[config.mk]
export PLATFORM = sky130hd
export DESIGN_NAME = wb_write_arbiter
export DESIGN_NICKNAME = d
export VERILOG_FILES = /design/src/rtl/wb_arb_pkg.sv /design/src/rtl/wb_arb_fifo.sv /design/src/rtl/wb_write_arbiter.sv
export SDC_FILE = /design/constraint.sdc
export NUM_CORES = 1
export LEC_CHECK = 0
export ABC_AREA = 1
export ABC_CLOCK_PERIOD_IN_PS = 4140
export CAP_MARGIN = 25
export CORE_UTILIZATION = 35
export CTS_CLUSTER_DIAMETER = 200
export CTS_CLUSTER_SIZE = 20
export DETAILED_ROUTE_END_ITERATION = 7
export PLACE_DENSITY = 0.56
export REMOVE_ABC_BUFFERS = 1
export SYNTH_ARGS = -nofsm -noshare
export SYNTH_HDL_FRONTEND = slang
export SYNTH_SLANG_ARGS = --single-unit
export TNS_END_PERCENT = 30
[constraint.sdc]
create_clock -name clock -period 4.14 [get_ports clock]
set_clock_uncertainty 0.15 [all_clocks]
set_input_delay 0.828 -clock clock [delete_from_list [all_inputs] [get_ports clock]]
set_output_delay 0.828 -clock clock [all_outputs]
set_load 0.01 [all_outputs]
[src/rtl/wb_arb_pkg.sv]
// Shared types for the integer writeback arbiter: source ids, the
// buffered writeback entry and a one-hot rd helper that never flags x0.
package wb_arb_pkg;

  localparam int unsigned XLEN = 32;

  typedef enum logic [1:0] {
    SRC_NONE,
    SRC_ALU,
    SRC_LSU,
    SRC_FPU
  } src_t;

  typedef struct packed {
    logic [4:0]      rd;
    logic [XLEN-1:0] data;
  } wb_entry_t;

  // One-hot register mask for a destination; x0 is never a hazard.
  function automatic logic [XLEN-1:0] rd_onehot(input logic [4:0] r);
    rd_onehot = '0;
    if (r != 5'd0) rd_onehot[r] = 1'b1;
  endfunction

endpackage

[src/rtl/wb_arb_fifo.sv]
// Synchronous FIFO buffering load results ahead of the writeback arbiter.
// Also reports the set of destinations currently held, for hazard tracking.
module wb_arb_fifo
  import wb_arb_pkg::*;
#(
  parameter int unsigned DEPTH = 4,
  localparam int unsigned AW = $clog2(DEPTH)
) (
  input  logic            clock,
  input  logic            reset,
  input  logic            push,
  input  wb_entry_t       push_entry,
  input  logic            pop,
  output wb_entry_t       head,
  output logic            full,
  output logic            empty,
  output logic [XLEN-1:0] rd_mask
);

  wb_entry_t       mem [DEPTH];
  logic [AW-1:0]   wptr;
  logic [AW-1:0]   rptr;
  logic [AW:0]     count;
  logic            do_push;
  logic            do_pop;

  assign full    = (count == (AW+1)'(DEPTH));
  assign empty   = (count == '0);
  assign do_push = push && !full;
  assign do_pop  = pop && !empty;
  assign head    = mem[rptr];

  // Pointer and occupancy tracking; pointers wrap naturally (DEPTH is a power of 2).
  always_ff @(posedge clock or posedge reset) begin
    if (reset) begin
      wptr  <= '0;
      rptr  <= '0;
      count <= '0;
    end else begin
      if (do_push) wptr <= wptr + 1'b1;
      if (do_pop)  rptr <= rptr + 1'b1;
      case ({do_push, do_pop})
        2'b10:   count <= count + 1'b1;
        2'b01:   count <= count - 1'b1;
        default: ;
      endcase
    end
  end

  // Entry storage; contents are only meaningful where count says so.
  always_ff @(posedge clock) begin
    if (do_push) mem[wptr] <= push_entry;
  end

  // Destinations of all occupied slots (slot is live if its offset from rptr is below count).
  always_comb begin
    rd_mask = '0;
    for (int unsigned i = 0; i < DEPTH; i++) begin
      if ({1'b0, (AW'(i) - rptr)} < count)
        rd_mask = rd_mask | rd_onehot(mem[AW'(i)].rd);
    end
  end

endmodule

[src/rtl/wb_write_arbiter.sv]
// Writeback arbiter: merges ALU, buffered load and FPU integer results into
// one registered register-file write per cycle, with starvation forcing and
// a pending-rd mask for decode RAW stalls.
// Optional statistics counters are enabled by defining WB_ARB_STATS_EN.
module wb_write_arbiter
  import wb_arb_pkg::*;
#(
  parameter int unsigned LSU_DEPTH    = 4,
  parameter int unsigned STARVE_LIMIT = 8
) (
  input  logic            clock,
  input  logic            reset,
  input  logic            alu_valid,
  output logic            alu_ready,
  input  logic [4:0]      alu_rd,
  input  logic [XLEN-1:0] alu_data,
  input  logic            lsu_valid,
  output logic            lsu_ready,
  input  logic [4:0]      lsu_rd,
  input  logic [XLEN-1:0] lsu_data,
  input  logic            fpu_valid,
  output logic            fpu_ready,
  input  logic [4:0]      fpu_rd,
  input  logic [XLEN-1:0] fpu_data,
  output logic            write_enable,
  output logic            reg_write,
  output logic [4:0]      rd,
  output logic [XLEN-1:0] wb_data,
  output logic [XLEN-1:0] pending_mask
`ifdef WB_ARB_STATS_EN
  ,
  output logic [31:0]     stat_conflicts,
  output logic [31:0]     stat_starve
`endif
);

  localparam int unsigned CW = $clog2(STARVE_LIMIT + 1);
  localparam logic [CW-1:0] LIMIT = CW'(STARVE_LIMIT);

  wb_entry_t       lsu_push_entry;
  wb_entry_t       lsu_head;
  wb_entry_t       win;
  logic            fifo_full;
  logic            fifo_empty;
  logic [XLEN-1:0] fifo_rd_mask;
  logic            lsu_req;
  logic            commit;
  logic            forced;
  src_t            grant;
  logic [CW-1:0]   lsu_wait;
  logic [CW-1:0]   fpu_wait;

  assign lsu_push_entry = '{rd: lsu_rd, data: lsu_data};

  wb_arb_fifo #(.DEPTH(LSU_DEPTH)) u_lsu_fifo (
    .clock      (clock),
    .reset      (reset),
    .push       (lsu_valid),
    .push_entry (lsu_push_entry),
    .pop        (grant == SRC_LSU),
    .head       (lsu_head),
    .full       (fifo_full),
    .empty      (fifo_empty),
    .rd_mask    (fifo_rd_mask)
  );

  assign lsu_req   = !fifo_empty;
  assign lsu_ready = !fifo_full;
  assign alu_ready = (grant == SRC_ALU);
  assign fpu_ready = (grant == SRC_FPU);

  // Grant selection: starved sources first (LSU before FPU), else ALU > LSU > FPU.
  always_comb begin
    grant  = SRC_NONE;
    forced = 1'b0;
    if (lsu_req && lsu_wait >= LIMIT) begin
      grant  = SRC_LSU;
      forced = 1'b1;
    end else if (fpu_valid && fpu_wait >= LIMIT) begin
      grant  = SRC_FPU;
      forced = 1'b1;
    end else if (alu_valid) begin
      grant = SRC_ALU;
    end else if (lsu_req) begin
      grant = SRC_LSU;
    end else if (fpu_valid) begin
      grant = SRC_FPU;
    end
  end

  // Winning entry mux.
  always_comb begin
    win = '0;
    case (grant)
      SRC_ALU: win = '{rd: alu_rd, data: alu_data};
      SRC_LSU: win = lsu_head;
      SRC_FPU: win = '{rd: fpu_rd, data: fpu_data};
      default: win = '0;
    endcase
  end

  // x0 results are consumed without a write so the port stays quiet.
  assign commit = (grant != SRC_NONE) && (win.rd != 5'd0);

  // Starvation counters: count lost cycles while requesting, clear on win.
  // ALU needs none: it can lose at most two consecutive forced grants.
  always_ff @(posedge clock or posedge reset) begin
    if (reset) begin
      lsu_wait <= '0;
      fpu_wait <= '0;
    end else begin
      if (grant == SRC_LSU)               lsu_wait <= '0;
      else if (lsu_req && lsu_wait < LIMIT) lsu_wait <= lsu_wait + 1'b1;
      if (grant == SRC_FPU)                 fpu_wait <= '0;
      else if (fpu_valid && fpu_wait < LIMIT) fpu_wait <= fpu_wait + 1'b1;
    end
  end

  // Registered write port; rd/wb_data only move on a real write to avoid toggling.
  always_ff @(posedge clock or posedge reset) begin
    if (reset) begin
      write_enable <= 1'b0;
      reg_write    <= 1'b0;
      rd           <= '0;
      wb_data      <= '0;
    end else begin
      write_enable <= commit;
      reg_write    <= commit;
      if (commit) begin
        rd      <= win.rd;
        wb_data <= win.data;
      end
    end
  end

  // Pending destinations: buffered loads, waiting ALU/FPU results, write in flight.
  always_comb begin
    pending_mask = fifo_rd_mask;
    if (alu_valid && grant != SRC_ALU) pending_mask = pending_mask | rd_onehot(alu_rd);
    if (fpu_valid && grant != SRC_FPU) pending_mask = pending_mask | rd_onehot(fpu_rd);
    if (write_enable)                  pending_mask = pending_mask | rd_onehot(rd);
  end

`ifdef WB_ARB_STATS_EN
  logic multi_req;
  assign multi_req = (alu_valid && lsu_req) || (alu_valid && fpu_valid) || (lsu_req && fpu_valid);

  // Saturating conflict and forced-grant counters.
  always_ff @(posedge clock or posedge reset) begin
    if (reset) begin
      stat_conflicts <= '0;
      stat_starve    <= '0;
    end else begin
      if (multi_req && stat_conflicts != '1) stat_conflicts <= stat_conflicts + 1'b1;
      if (forced && stat_starve != '1)       stat_starve    <= stat_starve + 1'b1;
    end
  end
`else
  logic unused_forced;
  assign unused_forced = forced;
`endif

endmodule
Word-level counts from Yosys, hierarchy flattened:

Memory sizes are Yosys's and may differ from the RTL's.
Index checks and enable logic that the tools add are counted.

* register bits: 53
* bits in latches: 0
* memory bits (writable): 148
* bits in read-only memories: 0
* input bits: 116
* output and inout port bits: 74
* word-level logic and storage cells: 133
* memories kept: 1

* $add $sub $neg: 10
* $mul: 0
* divide/modulo/power cells: 0
* magnitude comparators: 22
* equality and inequality tests: 8
* shifts and indexed selects: 0
* muxes and demuxes: 47
* bitwise operators: 6
* reductions and logical operators: 31

Memories
* u_lsu_fifo.mem: depth 4, bits a word 37, rd ports 5, clocked after memory_dff 0, write ports 1, line wb_arb_fifo.sv:20 `wb_entry_t mem [DEPTH];`

Operator list (count)
* 32-bit 2-to-1 mux: 20
* 32-bit bitwise OR: 6
* 37-bit one-hot mux with 3 select lines: 1
* 5-bit by 6-bit less-than comparator with 1-bit output, second input constant: 7
* 5-bit nonzero test: 8
* 1-bit demux with 5-bit select: 7
* 5-bit by 1-bit >= comparator with 1-bit output, second input constant: 7
* 1-bit logical AND: 16
* 4-bit 2-to-1 mux: 4
* 2-bit by 3-bit less-than comparator with 1-bit output: 4
* 2-bit 2-to-1 mux: 5
* 1-bit 2-to-1 mux: 9
* 4-bit by 1-bit adder with 4-bit output, second input constant: 2
* 4-bit >= comparator, second input constant: 2
* 4-bit less-than comparator, second input constant: 2
* 2-bit nonzero test: 4
* 2-bit == test, second input constant: 3
* 3-bit one-hot mux with 2 select lines: 1
* 2-bit by 1-bit adder with 2-bit output, second input constant: 2
* 2-bit by 1-bit == test with 1-bit output, second input constant: 2
* 1-bit by 2-bit subtractor with 2-bit output, first input constant: 2
* 2-bit subtractor, first input constant: 2
* 3-bit by 1-bit adder with 3-bit output, second input constant: 1
* 3-bit == test, second input constant: 1
* other kinds (5): 6

Logic depth before layout (Yosys ltp):

* depth in word-level cells: 18
* gate-level depth with buffers: 13
* depth with buffers taken out: 13

Hierarchy:

Synthesis repeated with hierarchy kept, for this count alone.

* cells, all modules: 1373
* area total of the unflattened synthesis: 11359.6 µm²

Modules (own cells, without submodules)
* wb_arb_fifo: times used 1, cells an instance 815, area each 7682.4 µm², seq. area each 4619.4 µm²
* wb_write_arbiter: times used 1, cells an instance 558, area each 3677.3 µm², seq. area each 1151.1 µm²

Worst setup path after synthesis:

No wires, ideal clock.

* path kind: input to register
* from: input lsu_valid
* to: memory u_lsu_fifo.mem[0][0] (netlist name) (enable)
* library setup time: 0.431 ns
* arrival time: 2.571 ns
* data required time: 3.559 ns
* slack: 0.988 ns
* stages on the path: 2
* path buffers: 0
* path through: nand2_1 nor2_1

* cells in the longest elaborated chain, start to end: 3

Ends and longest elaborated chain
* start: declaration: line wb_write_arbiter.sv:17 `input logic lsu_valid,`
* 1-bit logical AND: line wb_arb_fifo.sv:29 `assign do_push = push && !full;`
* 1-bit 2-to-1 mux: line wb_arb_fifo.sv:52 `if (do_push) mem[wptr] <= push_entry;`
* 1-bit 2-to-1 mux (not written as such): line wb_arb_fifo.sv:52
* end: declaration: line wb_arb_fifo.sv:20

Every way passes these cells.

Worst setup path after layout:

* from: register u_lsu_fifo.rptr[0]
* to: output pending_mask[9]

* cells in the longest elaborated chain, start to end: 15
* elaborated cells between the ends (all ways): 21
* classes of those cells: add/sub: 4; order compare: 4; mux: 7; bitwise: 6

Ends and longest elaborated chain
* start: declaration: line wb_arb_fifo.sv:22 `logic [AW-1:0] rptr;`
* start signal: assignment: line wb_arb_fifo.sv:41 `if (do_pop) rptr <= rptr + 1'b1;`
* 1-bit by 2-bit subtractor with 2-bit output: line wb_arb_fifo.sv:59 `if ({1'b0, (AW'(i) - rptr)} < count)`
* 2-bit by 3-bit less-than comparator with 1-bit output: line wb_arb_fifo.sv:59
* 32-bit 2-to-1 mux: line wb_arb_fifo.sv:59
* 32-bit bitwise OR: line wb_arb_fifo.sv:60 `rd_mask = rd_mask | rd_onehot(mem[AW'(i)].rd);`
* 32-bit 2-to-1 mux: line wb_arb_fifo.sv:59
* 32-bit bitwise OR: line wb_arb_fifo.sv:60
* 32-bit 2-to-1 mux: line wb_arb_fifo.sv:59
* 32-bit bitwise OR: line wb_arb_fifo.sv:60
* 32-bit 2-to-1 mux (*): line wb_arb_fifo.sv:59
* 32-bit bitwise OR: line wb_write_arbiter.sv:139 `if (alu_valid && grant != SRC_ALU) pending_mask = pending_mask | rd_onehot(alu_rd);`
* 32-bit 2-to-1 mux (*): line wb_write_arbiter.sv:139
* 32-bit bitwise OR: line wb_write_arbiter.sv:140 `if (fpu_valid && grant != SRC_FPU) pending_mask = pending_mask | rd_onehot(fpu_rd);`
* 32-bit 2-to-1 mux (*): line wb_write_arbiter.sv:140
* 32-bit bitwise OR: line wb_write_arbiter.sv:141 `if (write_enable) pending_mask = pending_mask | rd_onehot(rd);`
* 32-bit 2-to-1 mux (*): line wb_write_arbiter.sv:141
* end: declaration: line wb_write_arbiter.sv:29 `output logic [XLEN-1:0] pending_mask`

Mark *: on every way between the ends. The rest lies on a longest branch, timed or not.

==> metrics.csv <==
stage;metric;value;unit
timing;rsz0062_at_grt;true;
worst_setup_path;rr_worst_depth;14;
timing;setup_viol;0;
worst_hold_path;hp-class;reg2reg;
logic_synthesis;ys_types;40;
floorplan;start_util;0.358;
timing;tns;0;ns
logic_synthesis;synth_compound_area_frac;0.0970;
power;seqPwrFrac;0.339;
timing;timing.fmax;0.247;GHz
power;p_clk_frac;0.153;
worst_hold_path;holdCritStartpoint;lsu_wait[2];
logic_synthesis;yosysSeqAreaShare;0.540;
worst_setup_path;cp_common_cell;nand2_1;
worst_hold_path;hold_depth;2;
logic_synthesis;yosysTopAreaCellShare;0.416;
cts;cts_sinks;201;
placement;dp_hpwl;25200;um
global_routing;grt_overflow;0;
finish;fillers;2870;
global_routing;grt_pass1_wl;54400;um
cts;hold_buffers;0;
worst_setup_path;critical_path_buf_inv_count;3;
global_routing;track_usage;0.228;
cts;cts.htree.levels;1;
worst_setup_path;crit_family;buffers and inverters;
logic_synthesis;syn_area;10700;um^2
timing;hold_violations;0;
worst_setup_path;reg2reg_setup_slack;1.23;ns
cts;cts_tree;built;
logic_synthesis;ys_ff_latch;201;
floorplan;die_area;31200;um^2
global_routing;antenna_found_initial;2;
detailed_routing;vias;9461;
worst_setup_path;max_stage_delay;0.50;ns
cts;clk_latency;0.47;ns
worst_setup_path;crit-reg2reg-capture;wb_data[19];
power;pwr-share-comb;0.508;
logic_synthesis;synth_xor_area_frac;0.00492;
logic_synthesis;synthCells;1196;
cts;clockBufferDepth;3;
cts;clk_pin_slew;0.09;ns
logic_synthesis;synth.avg_cell_area;8.93;um^2
worst_setup_path;arrival;3.06;ns
logic_synthesis;synthAdderAreaFrac;0.0171;
floorplan;die_h;177;um
logic_synthesis;synth_most_common_cell;nand2_1;
logic_synthesis;ys_async_sr_fraction;0.264;
logic_synthesis;yosys-top-cells-count;nand2_1 (377), edfxtp_1 (148), nand3_1 (116), inv_1 (90), nor2_1 (70);
logic_synthesis;muxShareOfSynthArea;0;
worst_setup_path;worst-endpoint-required;3.16;ns
worst_setup_path;slowest_stage;clkdlybuf4s50_1;
cts;cts_buffers;14;
timing;whs;0.388;ns
floorplan;row_count;63;
cts;cts-root-buf;clkbuf_16;
logic_synthesis;synth_top_family_by_area;simple AND/OR/NAND/NOR gates;
detailed_routing;ant_nets;0;
logic_synthesis;synth_simple_gate_area_frac;0.284;
detailed_routing;wl;35400;um
timing;finalMaxSlewViolations;0;
worst_setup_path;crit_chain;inv_2 > nand2_1 > nand2_1 > ha_1 > nand3_1 > nand2_2 > nor3_1 > buf_4 > nand2_1 > o21ai_0 > a211oi_1 > nand3_1 > clkdlybuf4s50_1;
finish;nets;1528;
outcome;outcome;finished, final reports clean;
timing;min_period;4.04;ns
worst_setup_path;worst_setup_path_start_kind;flop;
power;p_switching;3.91;mW
logic_synthesis;yosys_warnings;0;
worst_setup_path;worstSetupEndpointType;primary output;
global_routing;grt_pass1_vias;9049;
logic_synthesis;synth_edf_count;148;
placement;portBuffers;188;
worst_setup_path;reg2reg_from;u_lsu_fifo.count[0];
timing;tightest_slew;0.840;ns
floorplan;die_w;177;um
floorplan;io_pins;190;
power;intPower;5.06;mW
detailed_routing;avgViaCountPerCell;5.26;
worst_setup_path;critPathKind;reg2out;
power;irDropWorstVdd;0.000325;V
flow_run;drv_cap;0;
logic_synthesis;synth_flop_cell;edfxtp_1;
finish;area_growth;29.6;%
global_routing;grt_max_degree;41;
detailed_routing;wl_per_cell;19.7;um
logic_synthesis;yosys.area.top_type;edfxtp_1;
floorplan;core;29900;um^2
power;p_per_area;648;nW/um^2
worst_hold_path;hold_end;lsu_wait[2];
power;p_sw_frac;0.436;
detailed_routing;drt-initial-drc-count;748;
detailed_routing;drc_errors;0;
finish;drive_above_1_share;0.111;
power;leakage;5.44;nW
timing;timing.final.crit_share;0.977;
worst_setup_path;crit_fanout;8;
logic_synthesis;synth.area.top_cells;edfxtp_1 (42%), nand2_1 (13%), dfrtp_1 (12%);
timing;maxSlewHeadroom;0.438;
placement;place_congestion;0.956;
detailed_routing;drtPass1Iterations;5;
## metrics by stage
step | total power, mW | worst slack, ns | instance area [um^2] | std cells | utilization
final | 8.97 | 0.0972 | 13800 | 1798 | 0.464
after global routing | 9.55 | -0.0872 | 13800 | 1796 | 0.463
after CTS | 8.98 | 0.0122 | 13700 | 1796 | 0.459
after detailed placement | 7.56 | 0.0313 | 13200 | 1770 | 0.442
after global placement | 7.51 | 0.0566 | 13200 | 1770 | 0.442
after floorplan | 5.39 | 0.0471 | 10500 | 1154 | -
## tightest hold or removal path, delay by kind of cell (launching register included)
kind	cells	cell delay (ns)
buf+inv	1	0.05
compound gates	1	0.07
flops	1	0.39
## timing repair
action                                  in CTS  in global routing
pin swaps                                    0                  3
buffers inserted                             2                  0
endpoints found under the setup margin      21                 31
gates resized for setup                     11                 41
hold endpoints to repair                     0                  0
## flip-flops by register name (all words and copies together), names as in the netlist, 2 cells and up
register,flops
fpu_wait,4
u_lsu_fifo.count,3
rd,5
wb_data,32
u_lsu_fifo.wptr,2
u_lsu_fifo.rptr,2
lsu_wait,4
u_lsu_fifo.mem,148
## how the worst max path moves through the flow
stage                            end  slack [ns]               start  cells after the start
detailed placement  pending_mask[13]        0.03           fpu_valid                     13
global placement    pending_mask[13]        0.06           fpu_valid                     13
CTS                 pending_mask[12]        0.01  u_lsu_fifo.rptr[0]                     14
floorplan           pending_mask[31]        0.05           fpu_valid                      9
finish               pending_mask[9]         0.1  u_lsu_fifo.rptr[0]                     13
global route         pending_mask[9]       -0.09  u_lsu_fifo.rptr[0]                     13
## layout by cell type, fill, tap and decap left out, types with 2 or more instances in the layout
cell type,synthesis,layout
clkbuf_1,18,8
a31o_2,22,22
a21oi_1,10,9
nor2_2,2,9
nor3_2,0,4
a22oi_1,39,39
inv_2,9,12
buf_4,9,35
nand3_1,116,111
clkbuf_16,0,15
buf_12,0,5
nand4_1,43,43
inv_1,90,86
nor2_1,70,57
nand3_4,1,4
dlymetal6s2s_1,0,7
edfxtp_1,148,148
clkdlybuf4s50_1,0,181
nand2_2,2,7
o21ai_0,44,43
a211oi_1,19,6
nand2_1,377,372
nor2_4,6,12
o22ai_1,13,13
xnor2_1,2,2
xor2_1,4,4
a211oi_2,0,13
nand2_8,2,2
nand2_4,3,3
nand3_2,4,6
diode_2,0,2
ha_1,13,13
nor3_1,52,48
a21oi_2,1,2
dfrtp_1,53,52
## per-layer routing
layer  routed length, um  up-vias  track usage
met4                 760        0       0.0621
met3                2580       47       0.0412
met1               15600     4523        0.307
met5                   0        -            0
met2               16500      345        0.374
li1                    -     4546            -
## cell families (layout without fill, tap and decap cells)
logic type,count (synthesis),in the layout
and+or+nand+nor,679,679
DFF,201,201
AOI/OAI and AO/OA,153,153
buffers and inverters,142,352
adders and majority gates,14,14
xor gates and xnor gates,6,6
other,1,3
## cell type report
class	instances	area, um^2	share of cell area
diodes	2	5.00	0.000361
clock buffers	23	405	0.0293
well taps	390	488	0.0352
inverters	100	378	0.0273
repair buffers	228	2260	0.163
multi-input cells	853	4520	0.326
flip-flops and latches	201	5770	0.417
clock inverters	1	20.0	0.00145
## power by group through the flow
stage               Sequential (mW)  Clock, mW  Combinational (mW)
global route                   3.10       1.49                4.97
floorplan                      3.10          0                2.29
CTS                            3.04       1.41                4.54
global placement               3.07          0                4.43
finish                         3.04       1.37                4.56
detailed placement             3.07          0                4.49
No activity file was read; power rests on OpenSTA's default activity.
